**src/rtl/alarm_pkg.sv**
```systemverilog
// Alarm controller shared types: view/status encodings, BCD limits, reset alarm time.
// Latency: n/a (types, constants and pure functions only).
// Backpressure: n/a.
//
// Optional feature macro: ALARM_SNOOZE_EN adds the SNOOZE status encoding.
package alarm_pkg;

    // Which digits the operator is looking at / editing.
    typedef enum logic [1:0] {
        V_VIEW  = 2'd0,
        V_SET_H = 2'd1,
        V_SET_M = 2'd2
    } view_e;

    // Alarm sequencing state.
`ifdef ALARM_SNOOZE_EN
    typedef enum logic [1:0] {
        S_OFF    = 2'd0,
        S_ARM    = 2'd1,
        S_RING   = 2'd2,
        S_SNOOZE = 2'd3
    } status_e;
`else
    typedef enum logic [1:0] {
        S_OFF  = 2'd0,
        S_ARM  = 2'd1,
        S_RING = 2'd2
    } status_e;
`endif

    // Alarm time as BCD HH:MM.
    typedef struct packed {
        logic [1:0] hh;
        logic [3:0] hl;
        logic [2:0] mh;
        logic [3:0] ml;
    } alm_t;

    // Last legal value of each BCD field (23 and 59).
    localparam logic [1:0] HOUR_MAX_H = 2'd2;
    localparam logic [3:0] HOUR_MAX_L = 4'd3;
    localparam logic [2:0] MIN_MAX_H  = 3'd5;
    localparam logic [3:0] MIN_MAX_L  = 4'd9;

    // Alarm value after reset: 07:00.
    localparam alm_t ALM_RST = {2'd0, 4'd7, 3'd0, 4'd0};

    // Second-timer width; covers the largest ring/snooze duration (1023 s).
    localparam int unsigned TMR_W = 10;

    // Hour +1 in BCD, 23 wraps to 00. Minute fields pass through untouched.
    function automatic alm_t hour_inc(input alm_t a);
        alm_t r;
        r = a;
        if (a.hh == HOUR_MAX_H && a.hl == HOUR_MAX_L) begin
            r.hh = 2'd0;
            r.hl = 4'd0;
        end else if (a.hl == 4'd9) begin
            r.hh = a.hh + 2'd1;
            r.hl = 4'd0;
        end else begin
            r.hl = a.hl + 4'd1;
        end
        return r;
    endfunction

    // Minute +1 in BCD, 59 wraps to 00 without carrying into the hour.
    function automatic alm_t min_inc(input alm_t a);
        alm_t r;
        r = a;
        if (a.mh == MIN_MAX_H && a.ml == MIN_MAX_L) begin
            r.mh = 3'd0;
            r.ml = 4'd0;
        end else if (a.ml == 4'd9) begin
            r.mh = a.mh + 3'd1;
            r.ml = 4'd0;
        end else begin
            r.ml = a.ml + 4'd1;
        end
        return r;
    endfunction

endpackage

```
**src/rtl/alarm_sec_timer.sv**
```systemverilog
// Seconds up-counter shared by RING and SNOOZE; pulses tc on the tick that reaches limit.
// Latency: tc is combinational on the terminal tick; count updates at the next core_clk edge.
// Backpressure: none; every tick is counted unless clr is asserted in the same cycle.
//
// Ports: core_clk, rst_n (sync, active-low), clr (sync clear, wins over tick),
//        tick (1 s enable), limit (duration in ticks, >= 1), tc (terminal-count pulse).
module alarm_sec_timer #(
    parameter int unsigned W = 10
) (
    input  logic         core_clk,
    input  logic         rst_n,
    input  logic         clr,
    input  logic         tick,
    input  logic [W-1:0] limit,
    output logic         tc
);

    logic [W-1:0] cnt_q;
    logic [W-1:0] cnt_d;

    // tc fires on the limit-th tick since the last clear.
    assign tc = tick && (cnt_q == (limit - W'(1)));

    always_comb begin
        cnt_d = cnt_q;
        if (clr || tc) begin
            cnt_d = '0;
        end else if (tick) begin
            cnt_d = cnt_q + W'(1);
        end
    end

    always_ff @(posedge core_clk) begin
        if (!rst_n) begin
            cnt_q <= '0;
        end else begin
            cnt_q <= cnt_d;
        end
    end

endmodule

```
**src/rtl/alarm_ctrl.sv**
```systemverilog
// DE0 clock alarm: BCD HH:MM alarm edit, time match, ring / snooze / timeout sequencing.
// Latency: every output is registered, 1 CLK after the causing pulse or time step.
// Backpressure: none; button pulses are acted on in the cycle they arrive or dropped.
//
// Optional feature macro: ALARM_SNOOZE_EN (SELECT while ringing snoozes for SNOOZE_SEC
// instead of stopping the ring).
// Ports: CLK, RST (sync, active-low), EN1HZ (1 s pulse), SIG2HZ (blink/tone),
//        MODE/SELECT/ADJUST (1-cycle button pulses), HOURH/HOURL/MINH/MINL/SECH/SECL (live time),
//        ALMHH/ALMHL/ALMMH/ALMML (alarm digits), ALMDISP, HOURON, MINON, ARMED, BUZZ.
module alarm_ctrl #(
    parameter int unsigned RING_SEC = 60
`ifdef ALARM_SNOOZE_EN
    , parameter int unsigned SNOOZE_SEC = 300
`endif
) (
    input  logic       CLK,
    input  logic       RST,
    input  logic       EN1HZ,
    input  logic       SIG2HZ,
    input  logic       MODE,
    input  logic       SELECT,
    input  logic       ADJUST,
    input  logic [1:0] HOURH,
    input  logic [3:0] HOURL,
    input  logic [2:0] MINH,
    input  logic [3:0] MINL,
    input  logic [2:0] SECH,
    input  logic [3:0] SECL,
    output logic [1:0] ALMHH,
    output logic [3:0] ALMHL,
    output logic [2:0] ALMMH,
    output logic [3:0] ALMML,
    output logic       ALMDISP,
    output logic       HOURON,
    output logic       MINON,
    output logic       ARMED,
    output logic       BUZZ
);
    import alarm_pkg::*;

    localparam logic [TMR_W-1:0] RING_LIM   = TMR_W'(RING_SEC);
`ifdef ALARM_SNOOZE_EN
    localparam logic [TMR_W-1:0] SNOOZE_LIM = TMR_W'(SNOOZE_SEC);
`endif

    view_e   view_q,   view_d;
    status_e status_q, status_d;
    alm_t    alm_q,    alm_d;
    logic    match_q,  match_d;
    logic    almdisp_q, almdisp_d;
    logic    houron_q,  houron_d;
    logic    minon_q,   minon_d;
    logic    armed_q,   armed_d;
    logic    buzz_q,    buzz_d;

    logic              trigger;
    logic              tmr_tick;
    logic              tmr_clr;
    logic              tmr_tc;
    logic [TMR_W-1:0]  tmr_limit;

    // The timer only runs while ringing or snoozing and always starts from zero
    // on entry to either, so any status change clears it.
`ifdef ALARM_SNOOZE_EN
    assign tmr_tick  = EN1HZ && ((status_q == S_RING) || (status_q == S_SNOOZE));
    assign tmr_limit = (status_q == S_SNOOZE) ? SNOOZE_LIM : RING_LIM;
`else
    assign tmr_tick  = EN1HZ && (status_q == S_RING);
    assign tmr_limit = RING_LIM;
`endif
    assign tmr_clr   = (status_d != status_q);

    alarm_sec_timer #(
        .W (TMR_W)
    ) u_tmr (
        .core_clk (CLK),
        .rst_n    (RST),
        .clr      (tmr_clr),
        .tick     (tmr_tick),
        .limit    (tmr_limit),
        .tc       (tmr_tc)
    );

    always_comb begin
        // Level match for the whole of second :00; only its rising edge triggers,
        // so a ring that ends (or is stopped) inside that second cannot restart.
        match_d = (HOURH == alm_q.hh) && (HOURL == alm_q.hl) &&
                  (MINH  == alm_q.mh) && (MINL  == alm_q.ml) &&
                  (SECH == 3'd0) && (SECL == 4'd0);
        trigger = match_d && !match_q;

        view_d   = view_q;
        status_d = status_q;
        alm_d    = alm_q;

        if (trigger && (status_q == S_ARM)) begin
            // Trigger beats any same-cycle button and abandons editing.
            status_d = S_RING;
            view_d   = V_VIEW;
        end else begin
            case (status_q)
                S_RING: begin
                    // Buttons here only silence the alarm; they never edit or change view.
                    if (MODE) begin
                        status_d = S_ARM;
                    end else if (SELECT) begin
`ifdef ALARM_SNOOZE_EN
                        status_d = S_SNOOZE;
`else
                        status_d = S_ARM;
`endif
                    end else if (tmr_tc) begin
                        status_d = S_ARM;
                    end
                end
`ifdef ALARM_SNOOZE_EN
                S_SNOOZE: begin
                    if (MODE) begin
                        status_d = S_ARM;
                    end else if (tmr_tc) begin
                        status_d = S_RING;
                    end
                end
`endif
                default: begin
                    // OFF / ARM: normal editing, MODE > SELECT > ADJUST.
                    if (MODE) begin
                        case (view_q)
                            V_VIEW:  view_d = V_SET_H;
                            V_SET_H: view_d = V_SET_M;
                            default: view_d = V_VIEW;
                        endcase
                    end else if (SELECT) begin
                        if (view_q == V_VIEW) begin
                            status_d = (status_q == S_OFF) ? S_ARM : S_OFF;
                        end
                    end else if (ADJUST) begin
                        if (view_q == V_SET_H) begin
                            alm_d = hour_inc(alm_q);
                        end else if (view_q == V_SET_M) begin
                            alm_d = min_inc(alm_q);
                        end
                    end
                end
            endcase
        end

        // Outputs are registered from next-state so they land 1 cycle after the cause.
        almdisp_d = (view_d != V_VIEW);
        houron_d  = (view_d == V_SET_H) ? SIG2HZ : 1'b1;
        minon_d   = (view_d == V_SET_M) ? SIG2HZ : 1'b1;
        armed_d   = (status_d != S_OFF);
        buzz_d    = (status_d == S_RING) ? SIG2HZ : 1'b0;
    end

    always_ff @(posedge CLK) begin
        if (!RST) begin
            view_q    <= V_VIEW;
            status_q  <= S_OFF;
            alm_q     <= ALM_RST;
            match_q   <= 1'b0;
            almdisp_q <= 1'b0;
            houron_q  <= 1'b1;
            minon_q   <= 1'b1;
            armed_q   <= 1'b0;
            buzz_q    <= 1'b0;
        end else begin
            view_q    <= view_d;
            status_q  <= status_d;
            alm_q     <= alm_d;
            match_q   <= match_d;
            almdisp_q <= almdisp_d;
            houron_q  <= houron_d;
            minon_q   <= minon_d;
            armed_q   <= armed_d;
            buzz_q    <= buzz_d;
        end
    end

    assign ALMHH   = alm_q.hh;
    assign ALMHL   = alm_q.hl;
    assign ALMMH   = alm_q.mh;
    assign ALMML   = alm_q.ml;
    assign ALMDISP = almdisp_q;
    assign HOURON  = houron_q;
    assign MINON   = minon_q;
    assign ARMED   = armed_q;
    assign BUZZ    = buzz_q;

endmodule

```
**config.mk**
```make
export PLATFORM = sky130hd
export DESIGN_NAME = alarm_ctrl
export DESIGN_NICKNAME = d
export VERILOG_FILES = /design/src/rtl/alarm_pkg.sv /design/src/rtl/alarm_sec_timer.sv /design/src/rtl/alarm_ctrl.sv
export SDC_FILE = /design/constraint.sdc
export NUM_CORES = 1
export LEC_CHECK = 0
export BUFFER_PORTS_ARGS = -buffer_cell sky130_fd_sc_hd__buf_2
export CAP_MARGIN = 5
export CORE_MARGIN = 2
export CORE_UTILIZATION = 49
export CTS_CLUSTER_SIZE = 20
export DETAILED_ROUTE_END_ITERATION = 12
export PLACE_DENSITY = 0.75
export SYNTH_ARGS = -nofsm -noshare
export SYNTH_HDL_FRONTEND = slang
export SYNTH_SLANG_ARGS = --single-unit
```
**constraint.sdc**
```tcl
create_clock -name CLK -period 2.7 [get_ports CLK]
set_clock_uncertainty 0.15 [all_clocks]
set_input_delay 0.135 -clock CLK [delete_from_list [all_inputs] [get_ports CLK]]
set_output_delay 0.135 -clock CLK [all_outputs]
set_load 0.02 [all_outputs]
```
**Word-level counts from Yosys, hierarchy flattened**

Index checks and enable logic that the tools add are counted.

- Shift-type cells: 0
- Multipliers: 0
- Bitwise logic cells: 6
- Magnitude comparators: 0
- Eq/ne operators: 18
- Muxes and demuxes: 21
- Reduce and logical (&&, ||, !) cells: 29
- Div/mod/pow operators: 0
- Add/subtract/negate cells: 5

Operators by type and width:

| kind | number |
|---|---|
| 2-to-1 mux 2 bit | 12 |
| 2-to-1 mux 7 bit | 2 |
| AND reduction 7 bit | 2 |
| 2-to-1 mux 13 bit | 1 |
| logical AND 1 bit | 11 |
| adder 10 x 1 -> 10 bit (second input constant) | 1 |
| equality test 10 x 6 -> 1 bit (second input constant) | 1 |
| equality test 2 bit (second input constant) | 5 |
| adder 4 x 1 -> 4 bit (second input constant) | 2 |
| equality test 4 bit | 2 |
| equality test 4 bit (second input constant) | 2 |
| 2-to-1 mux 4 bit | 2 |
| AND reduction 8 bit | 1 |
| nonzero test 2 bit | 4 |
| equality test 2 x 1 -> 1 bit (second input constant) | 3 |
| 2-to-1 mux 6 bit | 1 |
| NOT 1 bit | 6 |
| AND reduction 2 bit | 3 |
| AND reduction 6 bit | 1 |
| equality test 4 x 2 -> 1 bit (second input constant) | 1 |
| logical NOT 2 bit | 2 |
| logical NOT 4 bit | 1 |
| case mux 2 bit (2 select lines) | 1 |
| adder 3 x 1 -> 3 bit (second input constant) | 1 |
| 11 further kinds | 11 |

- Bits in writable memories: 0
- Register bits: 33
- Memories kept: 0
- Bits in read-only memories: 0
- Latch bits: 0
- Logic and storage cells: 92
- Input port bits: 27
- Output and inout port bits: 18

**Longest topological paths before layout**

- Depth in word-level cells: 12
- Gate-level depth with buffers: 7
- Depth with buffers taken out: 7

**Hierarchy**

A second synthesis with hierarchy kept.

- Cells, all modules: 256
- Area, all modules: 2174.6 µm²

By module, submodules not included:

| module | cells each | area an instance (µm²) | times used | sequential area each (µm²) |
|---|---|---|---|---|
| alarm_ctrl | 164 | 1392.6 | 1 | 460.4 |
| alarm_sec_timer | 92 | 782.0 | 1 | 200.2 |

**Worst setup path after synthesis**

OpenSTA, ideal clock, no wires.

- Path kind: flip-flop to flip-flop
- Start: register alm_q, in the netlist ALMML[1]
- End: register alm_q, in the netlist ALMML[0]
- Path buffers: 2
- Library setup time: 118 ps
- Arrival: 1758 ps
- Slack: 674 ps
- Data required time: 2432 ps
- Clock period less this slack: 2026 ps
- Cell stages (with the launch flop): 8
- Cell sequence: dfxtp_1 > buf_6 > xnor2_1 > nand4_1 > or4_4 > buf_6 > and3_4 > mux2i_1

- Cells in the longest elaborated chain, start to end: 8
- Elaborated cells on any way between the ends: 12
- Those cells by class: eq/ne (2); mux (2); bitwise (1); reduce/logical (7)

Ends and longest elaborated chain:

| what | line | RTL |
|---|---|---|
| start, declared | alarm_ctrl.sv:48 | `alm_t alm_q, alm_d;` |
| start signal, assigned | alarm_ctrl.sv:170 | `alm_q <= alm_d;` |
| equality test 4 bit | alarm_ctrl.sv:88 | `(MINH == alm_q.mh) && (MINL == alm_q.ml) &&` |
| logical AND 1 bit (2 in series) | alarm_ctrl.sv:88 |  |
| logical AND 1 bit | alarm_ctrl.sv:89 | `(SECH == 3'd0) && (SECL == 4'd0);` |
| logical AND 1 bit | alarm_ctrl.sv:90 | `trigger = match_d && !match_q;` |
| logical AND 1 bit | alarm_ctrl.sv:96 | `if (trigger && (status_q == S_ARM)) begin` |
| NOT 1 bit (no source line) | - |  |
| AND reduction 7 bit (no source line) | - |  |

Parallel ways exist; a longest one is shown, timed or not.
A chain may end at the register's enable or synchronous reset.

**Worst setup path after layout**

- Start: register u_tmr.cnt_q[5]
- End: register u_tmr.cnt_q[0]

- Cells in the longest elaborated chain, start to end: 10

Ends and longest elaborated chain:

| what | line | RTL |
|---|---|---|
| start, declared | alarm_sec_timer.sv:18 | `logic [W-1:0] cnt_q;` |
| start signal, assigned | alarm_sec_timer.sv:37 | `cnt_q <= cnt_d;` |
| equality test 10 x 6 -> 1 bit * | alarm_sec_timer.sv:22 | `assign tc = tick && (cnt_q == (limit - W'(1)));` |
| logical AND 1 bit * | alarm_sec_timer.sv:22 |  |
| 2-to-1 mux 2 bit | alarm_ctrl.sv:112 | `end else if (tmr_tc) begin` |
| 2-to-1 mux 2 bit | alarm_ctrl.sv:106 | `end else if (SELECT) begin` |
| 2-to-1 mux 2 bit | alarm_ctrl.sv:104 | `if (MODE) begin` |
| 2-to-1 mux 2 bit | alarm_ctrl.sv:101 | `case (status_q)` |
| 2-to-1 mux 2 bit | alarm_ctrl.sv:96 |  |
| inequality test 2 bit | alarm_ctrl.sv:71 | `assign tmr_clr = (status_d != status_q);` |
| logical OR 1 bit * | alarm_sec_timer.sv:26 | `if (clr \|\| tc) begin` |
| OR reduction 2 bit (no source line) * | - |  |

Mark *: on every way between the ends. The rest lies on a longest branch, timed or not.

==> results_dict.tcl <==
set metrics [dict create \
    drc 0 \
    grt_pass1_vias 1634 \
    seq_area_frac_synth_pct 35.3 \
    via_count 1703 \
    worstSetupPathType "reg2reg" \
    diodes 0 \
    grt_start_max_net_pins 18 \
    maxSlewViolCount 0 \
    fin_crit_ns 2.11 \
    dpl-instance-area_um2 2120 \
    cts.path.max_buffers 2 \
    num-fill-cells 334 \
    syn_area_per_cell_um2 8.54 \
    rows 22 \
    synth_top_family_by_area "simple AND/OR/NAND/NOR gates" \
    startpoint_type "flop" \
    netlist_instances 219 \
    core_area_um2 3660 \
    drv_cap 0 \
    utilization_pct 60.8 \
    drive_gt1_share_pct 24.3 \
    r2r_setup_slack_ns 0.59 \
    syn_area_um2 1870 \
    yosysWarnings 0 \
    synth-edff-count 0 \
    rr_worst_depth 5 \
    start_util_pct 51.1 \
    antenna_left 0 \
    synthTopCellsByArea "dfxtp_1, xnor2_1, a21oi_1" \
    end_kind "flop" \
    num_io_pins 45 \
    area_growth_pct 18.9 \
    synth.distinct_cells 44 \
    synth-seq-cells 33 \
    maxSlewHeadroom_pct 66.9 \
    worstPathArrival_ns 2.14 \
    clk_pin_slew_ns 0.07 \
    die_x_um 65.8 \
    required_ns 2.72 \
    routedWlPerCell_um 13.5 \
    synth_top_flop_cell "dfxtp_1" \
    syn_nets 252 \
    timing.fmax_mhz 473 \
    grt_pass1_wl_mm 7.04 \
    yosys.area_share.simple_pct 29.5 \
    powerDensity_nw_per_um2 438 \
    viasPerCell 5.41 \
    cts_tree "done" \
    p_leak_nw 0.871 \
    cts_resized 0 \
    finalCritPeriodShare_pct 78.3 \
    cts.sinks 33 \
    hold_class "in2reg" \
    dp_hpwl_mm 3.06 \
    synth-compound-area-share_pct 14.1 \
    yosysTopAreaCellShare_pct 35.3 \
    fp.dieH_um 65.8 \
    clkLatencyLatePin_ns 0.29 \
    port_buffers 44 \
    antenna_found_initial 0 \
    setup_viol 0 \
    stdcell_area_um2 2220 \
    rsz0062_at_grt "no" \
    die_area_um2 4330 \
    num-nets-final 299 \
    gr-total-overflow 0 \
    synth_top_cell_by_area "dfxtp_1" \
    cts_root_buffer "clkbuf_8" \
    synthXorXnorAreaFrac_pct 10.3 \
    holdPathStages 4 \
    track_usage_pct 21.1 \
    numCtsBuffers 5 \
    totalWireLength_mm 4.25 \
    path_max_fanout 10 \
    final.setup.tns_ns 0 \
    hold_viol 0 \
    ir_drop_mv 0.290 \
    async_flop_share_pct 0 \
    yosysMostFrequentCell "dfxtp_1" \
    synth_commonest_cells "dfxtp_1, nor2_1, a21oi_1, nand2_1, xnor2_1" \
    setup_ws_ns 0.586 \
    routabilityCongestion 0.832 \
    htreeDepth 2 \
    total_power_uw 974 \
    dp_slack_ns 0.616 \
    synth.area.mux_share_pct 2.21 \
    status "finished, final reports clean" \
    worst_slew_pin_slew_ns 0.489 \
    synth_fa_ha_area_share_pct 4.01 \
    drtPass1Iterations 4 \
    drt-initial-drc-count 89 \
]
[timing repair]
action	4_1_cts	5_1_grt
hold endpoints to repair	4	0
hold buffers	2	0
buffers inserted	0	0
[placed cells by master, fill, tap and decap left out, types with 2 or more instances in the layout]
cell type,instances
buf_2,44
dfxtp_1,33
nor2_1,20
nand2_1,16
a21oi_1,16
xnor2_1,14
inv_1,10
nand4_1,10
xor2_1,8
nor3_1,7
nand3_1,7
o21ai_0,6
nand2b_1,6
o31ai_1,6
ha_1,6
clkbuf_8,5
nor2b_1,4
nand4b_1,3
nand3b_1,3
and3_1,3
o211ai_1,3
mux2i_1,3
nor4_2,2
o31a_1,2
or4_1,2
o311ai_0,2
or2_2,2
or3_1,2
clkinv_2,2
dlygate4sd3_1,2
buf_4,2
[where the power goes]
| part | total (mW) | internal, mW | switching [mW] |
|---|---|---|---|
| clock network | 0.368 | 0.178 | 0.190 |
| registers | 0.504 | 0.494 | 0.00949 |
| logic | 0.102 | 0.0468 | 0.0555 |
| total | 0.974 | 0.719 | 0.255 |
[path summary, 6_finish.rpt]
| kind | start | end |
|---|---|---|
| max | u_tmr.cnt_q[5] | u_tmr.cnt_q[0] |
| min | HOURL[1] | match_q |
| max reg2reg | u_tmr.cnt_q[5] | u_tmr.cnt_q[0] |
| min reg2reg | u_tmr.cnt_q[1] | u_tmr.cnt_q[1] |
[layout make-up]
class                      instances  area [µm²]  share of cell area [%]
multi-input combinational        168        1120                    50.6
sequential                        33         661                    29.7
timing repair buffer              48         255                    11.5
clock buffer                       5        68.8                    3.09
tap                               48        60.1                    2.70
inverter                          10        37.5                    1.69
clock inverter                     3        17.5                   0.787
[critical path, stage by stage (launching register included)]
cell and delay (ns):
dfxtp_1 0.40, or4b_2 0.66, o311ai_2 0.33, o21ai_0 0.17
nand3_2 0.21, nor2_1 0.08
[layer usage]
layer  GRT usage [%]  share of wire, %  up-vias
met5               0                 0        -
met4            5.99              0.85        0
met3            5.11               4.1        4
met2            36.7                48       38
met1            25.7                47      773
li1                -                 -      888
[sequential cells by signal (all words and copies together), names as in the netlist, 2 cells and up]
name	cells
ALMHH	2
ALMMH	3
view_q	2
status_q	2
u_tmr.cnt_q	10
ALMHL	4
ALMML	4
[metrics by stage]
step	std cells	hold WS [ns]
after floorplan	219	0.0887
after global placement	305	0.222
after detailed placement	305	0.219
after CTS	315	0.0553
after global routing	315	0.0750
final	315	0.0494
[cells by family (layout without fill, tap and decap cells)]
family	count (synthesis)	after routing
adders and majority gates	6	6
and+or+nand+nor	96	96
xor gates and xnor gates	22	22
DFF	33	33
muxes	4	4
AOI/OAI and AO/OA	40	40
buffers and inverters	18	66
(Power assumes the default switching activity.)
